### config.mk
export PLATFORM = sky130hd
export DESIGN_NAME = instr_loader
export DESIGN_NICKNAME = d
export VERILOG_FILES = /design/src/rtl/instr_loader.sv
export SDC_FILE = /design/constraint.sdc
export NUM_CORES = 1
export LEC_CHECK = 0
export ABC_AREA = 1
export BUFFER_PORTS_ARGS = -buffer_cell sky130_fd_sc_hd__buf_2
export CORE_ASPECT_RATIO = 1.75
export CORE_MARGIN = 2
export CORE_UTILIZATION = 50
export CTS_CLUSTER_SIZE = 10
export DETAILED_ROUTE_END_ITERATION = 8
export PLACE_DENSITY = 0.7
export SKIP_CTS_REPAIR_TIMING = 1
export SYNTH_ARGS = -nofsm -noshare
export SYNTH_HDL_FRONTEND = slang
export SYNTH_SLANG_ARGS = --single-unit
export TNS_END_PERCENT = 30
### constraint.sdc
create_clock -name clk -period 5.9 [get_ports clk]
set_clock_uncertainty 0.05 [all_clocks]
set_input_delay 1.77 -clock clk [delete_from_list [all_inputs] [get_ports clk]]
set_output_delay 1.77 -clock clk [all_outputs]
set_load 0.01 [all_outputs]
### src/rtl/instr_loader.sv
`default_nettype none
// ============================================================================
//  Module      : instr_loader
//  Description : Streams a program image into instruction memory one byte at
//                a time and holds the CPU core in reset until the image is
//                complete and valid.
//
//  Ports
//    clk         in   1   rising-edge clock for all state
//    rst         in   1   asynchronous active-low reset
//    start       in   1   load request, honoured only in IDLE/DONE/ERR
//    base_addr   in  32   byte address of first word (must be word aligned)
//    word_count  in  16   number of 32-bit words to load (must be non-zero)
//    byte_data   in   8   incoming program byte
//    byte_valid  in   1   byte_data is valid
//    byte_ready  out  1   byte accepted this cycle when byte_valid is high
//    mem_we      out  1   instruction-memory write strobe, one cycle per word
//    mem_addr    out 32   instruction-memory byte address
//    mem_wdata   out 32   instruction word to write
//    busy        out  1   load in progress (LOAD or WRITE)
//    done        out  1   sticky load-complete flag
//    err         out  1   sticky load-failed flag
//    core_rst_n  out  1   active-low core reset, released only after DONE
//
//  Revision    : 1.0  initial release
// ============================================================================
module instr_loader #(
    parameter int TIMEOUT_CYCLES = 1000000
) (
    input  logic        clk,
    input  logic        rst,
    input  logic        start,
    input  logic [31:0] base_addr,
    input  logic [15:0] word_count,
    input  logic [7:0]  byte_data,
    input  logic        byte_valid,
    output logic        byte_ready,
    output logic        mem_we,
    output logic [31:0] mem_addr,
    output logic [31:0] mem_wdata,
    output logic        busy,
    output logic        done,
    output logic        err,
    output logic        core_rst_n
);

    // Idle-cycle count at which the timeout fires: the counter holds the
    // number of idle cycles already seen, so the TIMEOUT_CYCLES-th idle
    // cycle is the one that observes this value.
    localparam logic [31:0] C_TMO_LAST = 32'(TIMEOUT_CYCLES - 1);

    typedef enum logic [2:0] {
        S_IDLE  = 3'd0,
        S_LOAD  = 3'd1,
        S_WRITE = 3'd2,
        S_DONE  = 3'd3,
        S_ERR   = 3'd4
    } state_t;

    state_t       r_state;
    state_t       w_state_nxt;

    // Load context captured on an accepted start
    logic [31:0]  r_base;
    logic [15:0]  r_count;

    // Progress counters
    logic [15:0]  r_word_idx;
    logic [1:0]   r_byte_idx;
    logic [31:0]  r_tcnt;

    // The first three bytes of a word; the fourth goes straight to the
    // write-data register together with these.
    logic [23:0]  r_word_buf;

    logic [31:0]  r_mem_addr;
    logic [31:0]  r_mem_wdata;
    logic         r_done;
    logic         r_err;

    logic         w_start_ok;
    logic         w_cfg_bad;
    logic         w_accept;
    logic         w_word_full;
    logic         w_timeout;
    logic         w_last_word;
    logic [31:0]  w_word_addr;

    // ------------------------------------------------------------------------
    // Decode
    // ------------------------------------------------------------------------
    assign w_start_ok  = start && ((r_state == S_IDLE) ||
                                   (r_state == S_DONE) ||
                                   (r_state == S_ERR));
    assign w_cfg_bad   = (base_addr[1:0] != 2'b00) || (word_count == 16'd0);
    assign w_accept    = (r_state == S_LOAD) && byte_valid;
    assign w_word_full = w_accept && (r_byte_idx == 2'd3);
    assign w_timeout   = (r_state == S_LOAD) && !byte_valid &&
                         (r_tcnt == C_TMO_LAST);
    assign w_last_word = ((r_word_idx + 16'd1) == r_count);
    // Word index scaled to bytes; the add wraps at 2^32 by construction.
    assign w_word_addr = r_base + {14'd0, r_word_idx, 2'b00};

    // ------------------------------------------------------------------------
    // State register
    // ------------------------------------------------------------------------
    always_ff @(posedge clk or negedge rst) begin
        if (!rst) begin
            r_state <= S_IDLE;
        end else begin
            r_state <= w_state_nxt;
        end
    end

    // ------------------------------------------------------------------------
    // Next-state logic
    // ------------------------------------------------------------------------
    always_comb begin
        w_state_nxt = r_state;
        case (r_state)
            S_IDLE, S_DONE, S_ERR: begin
                if (w_start_ok) begin
                    w_state_nxt = w_cfg_bad ? S_ERR : S_LOAD;
                end
            end
            S_LOAD: begin
                if (w_word_full) begin
                    w_state_nxt = S_WRITE;
                end else if (w_timeout) begin
                    w_state_nxt = S_ERR;
                end
            end
            S_WRITE: begin
                w_state_nxt = w_last_word ? S_DONE : S_LOAD;
            end
            default: begin
                w_state_nxt = S_IDLE;
            end
        endcase
    end

    // ------------------------------------------------------------------------
    // Datapath, counters and sticky flags
    // ------------------------------------------------------------------------
    always_ff @(posedge clk or negedge rst) begin
        if (!rst) begin
            r_base      <= 32'd0;
            r_count     <= 16'd0;
            r_word_idx  <= 16'd0;
            r_byte_idx  <= 2'd0;
            r_tcnt      <= 32'd0;
            r_word_buf  <= 24'd0;
            r_mem_addr  <= 32'd0;
            r_mem_wdata <= 32'd0;
            r_done      <= 1'b0;
            r_err       <= 1'b0;
        end else begin
            if (w_start_ok) begin
                r_base     <= base_addr;
                r_count    <= word_count;
                r_word_idx <= 16'd0;
                r_byte_idx <= 2'd0;
                r_tcnt     <= 32'd0;
                r_done     <= 1'b0;
                // A rejected configuration goes straight to ERR, so the
                // flag is raised in the same edge that clears done.
                r_err      <= w_cfg_bad;
            end

            if (r_state == S_LOAD) begin
                if (w_accept) begin
                    r_tcnt     <= 32'd0;
                    r_byte_idx <= r_byte_idx + 2'd1;
                    case (r_byte_idx)
                        2'd0:    r_word_buf[7:0]   <= byte_data;
                        2'd1:    r_word_buf[15:8]  <= byte_data;
                        2'd2:    r_word_buf[23:16] <= byte_data;
                        default: begin
                            // Complete word: present address and data for
                            // the WRITE cycle. These registers only change
                            // here, so they hold between strobes.
                            r_mem_addr  <= w_word_addr;
                            r_mem_wdata <= {byte_data, r_word_buf};
                        end
                    endcase
                end else if (w_timeout) begin
                    // Partial word is abandoned; nothing reaches memory.
                    r_err <= 1'b1;
                end else begin
                    r_tcnt <= r_tcnt + 32'd1;
                end
            end

            if (r_state == S_WRITE) begin
                r_word_idx <= r_word_idx + 16'd1;
                if (w_last_word) begin
                    r_done <= 1'b1;
                end
            end
        end
    end

    // ------------------------------------------------------------------------
    // Outputs
    // ------------------------------------------------------------------------
    assign byte_ready = (r_state == S_LOAD);
    // Strobe is derived from the state, so an asynchronous reset taken
    // while a word is waiting to be written cancels that write outright.
    assign mem_we     = (r_state == S_WRITE);
    assign mem_addr   = r_mem_addr;
    assign mem_wdata  = r_mem_wdata;
    assign busy       = (r_state == S_LOAD) || (r_state == S_WRITE);
    assign done       = r_done;
    assign err        = r_err;
    // The core only runs on a fully written image.
    assign core_rst_n = r_done;

endmodule
`default_nettype wire

==> summary.txt <==
DIE WIDTH: 113 um
DRC violations left: 13
status: finished, violations left
CP peak stage delay: 0.81 ns
hold wc startpoint: r_word_buf[20]
slowest CP cell: nor3_4
overall power: 4.35 mW
CTS root buf: clkbuf_16
WL/cell: 17.1 um
TritonRoute pass-1 iters: 8
critical path class: register to output port
# placed instances: 1705
synthesized flop and latch total: 191
cell-internal power: 2.72 mW
R2R Path Start: r_state[1]
setup TNS: 0 ns
Num CTS Buffers: 17
GP Congestion: 0.958
Max Cap Viol: 0
Max clock buf depth: 2
Worst Hold Class: register to register
worst slew pin tran: 1.00 ns
CTS tree: built
Crit path arrival time: 2.44 ns
Hold Path Sink: mem_wdata[20]
met1 GRT Util: 31.1%
vias in the first global route: 9120
Final Setup Violations: 0
switching part of the total: 37.5%
clock sinks: 191
P per Cell Area: 369 mW/mm2
HPWL after DPL: 22.2 mm
Worst setup EP type: output port
std cell rows: 69
final core utilization: 57.9%
reg-to-reg setup timing slack: 2.33 ns
diode count: 0
worst-path cell chain: nor3_4 -> inv_2 -> nand2_1 -> buf_2
hold slack: 0.419 ns
R2R depth: 8
P&R area growth vs syn: 13.7%
Switch Pwr: 1.63 mW
Leak: 6.11 nW
Die H: 195 um
placement-stage cell area: 0.0112 mm2
crit path max fanout: 25
antenna violations before repair: 0
Detail Route Antenna Nets: 0
Nets: 1560
Post-synth ARST share: 100%
worst setup margin: 1.64 ns
Mapped Cells: 1362
GR Layer Usage met2: 49.3%
Reg clk slew, reported paths: 0.07 ns
relative slew slack: 32.5%
syn avg cell area: 7.62 um2
Worst-Skew Late Latency: 0.44 ns
layout cell share with drive strength beyond 1: 13.8%
Tot GR Track Use: 27.5%
post-synthesis sequential area ratio: 46.1%
Ys Warns: 0
crit path time final: 4.26 ns
Synth Net Count: 1446
mapped cell area: 0.0104 mm2
Synth Flop Type: dfrtp_1
fin area: 0.0118 mm2
GR Layer Usage met3: 4.43%
clock power share: 26.5%
vias post-DR: 9490
max-slew violation count: 0
Initial DRC Count: 799
RSZ-0062 raised after global routing: no
element type at the critical path start: register
Top Ports: 130
worst vdd ir: 0.000320 V
Required @ worst endpoint: 4.08 ns
die area: 0.0220 mm2
failing checks: design-rule violations
DR vias/cell: 5.46
Max H-tree Level: 4
Non-Filler Instances: 1737
final cycle utilization of the critical path: 72.3%
Hold Path Stages: 2
Flop pwr share: 44.9%
Setup WS pre-CTS: 2.04 ns
fmax: 235 MHz
Logic pwr share: 28.6%
Post-synth EDFFs: 0
Netlist cell types: 45
Hold Fails Final Rpt: 0
global-route wire length before repair: 47.5 mm
gr ovfl total: 0
I/O Buffers: 129
core area: 0.0204 mm2
pin count of the biggest net entering global routing: 86
initial core utilization: 50.9%
reg2reg end: mem_addr[19]
Routed WL: 29.6 mm
Most Used Layer, Global Route: met2
==> layer usage <==
metal	routed length, um	part of all wire [%]	vias to the layer above
met1	11300	38	4469
met5	0	0	-
li1	-	-	4661
met4	1470	5.0	0
met2	15600	53	281
met3	1260	4.3	79
==> cells in the mapped netlist, types with 16 or more instances <==
master	number	area share, %
xor2_1	16	1.4
nor3_1	23	1.1
nor2_1	86	3.1
o21ai_0	94	4.5
buf_2	22	1.1
inv_1	121	4.4
nand3_1	101	4.9
dfrtp_1	191	46
nand2_1	487	18
a21oi_1	24	1.2
ha_1	23	2.8
nand4_1	34	2.1
==> sequential cells by signal (all words and copies together) (netlist names) <==
register / flops
core_rst_n: 1
err: 1
mem_addr: 32
mem_wdata: 32
r_base: 32
r_byte_idx: 2
r_count: 16
r_state: 3
r_tcnt: 32
r_word_buf: 24
r_word_idx: 16
==> area by class of cell <==
class | instances | area (um2)
Sequential cell | 191 | 4780
Multi-Input combinational cell | 1004 | 4930
Clock inverter | 14 | 146
Inverter | 128 | 480
Fill cell | 1994 | 8580
Clock buffer | 18 | 439
Tap cell | 248 | 310
Timing Repair Buffer | 134 | 704
==> worst max-delay path, delay by kind of cell, from the launching register on <==
family	cells	cell delay, ns
DFF	1	0.45
and+or+nand+nor	2	0.96
buffers and inverters	2	0.58
==> cells in the final DEF (no fill, tap or decap), drive strengths merged, types with 14 or more instances in the layout <==
cell type	count
nand2	495
dfrtp	191
inv	134
buf	133
o21ai	105
nand3	103
nor2	98
nand4	34
nor3	25
a21oi	24
ha	23
clkbuf	19
xor2	16
nor4	15
o31ai	14
==> power groups by stage <==
stage / clock, mW / sequential, mW / combinational [mW]
after floorplan: 0 / 1.94 / 0.800
after detailed placement: 0 / 1.97 / 1.24
after CTS: 1.18 / 1.95 / 1.25
after global placement: 0 / 1.96 / 1.22
final: 1.15 / 1.95 / 1.24
after global routing: 1.22 / 1.99 / 1.41
==> worst max-delay path by stage <==
stage,from,cells after the start,end
2_1_floorplan,r_state[2],4,busy
3_3_place_gp,byte_valid,8,mem_addr[19]
3_5_place_dp,byte_valid,8,mem_addr[19]
4_1_cts,r_state[1],4,busy
5_1_grt,r_state[1],4,busy
6_report,r_state[1],4,busy
==> kinds of logic (layout without fill, tap and decap cells) <==
family / Yosys count / count (layout) / synth area share [%]
simple gates: 783 / 783 / 33.0
flops: 191 / 191 / 46.1
compound gates: 170 / 170 / 9.10
buf+inv: 167 / 294 / 6.42
xor+xnor: 27 / 27 / 2.41
fa+ha+maj: 24 / 24 / 2.97
Note: power is estimated with default switching activity, not from simulation.
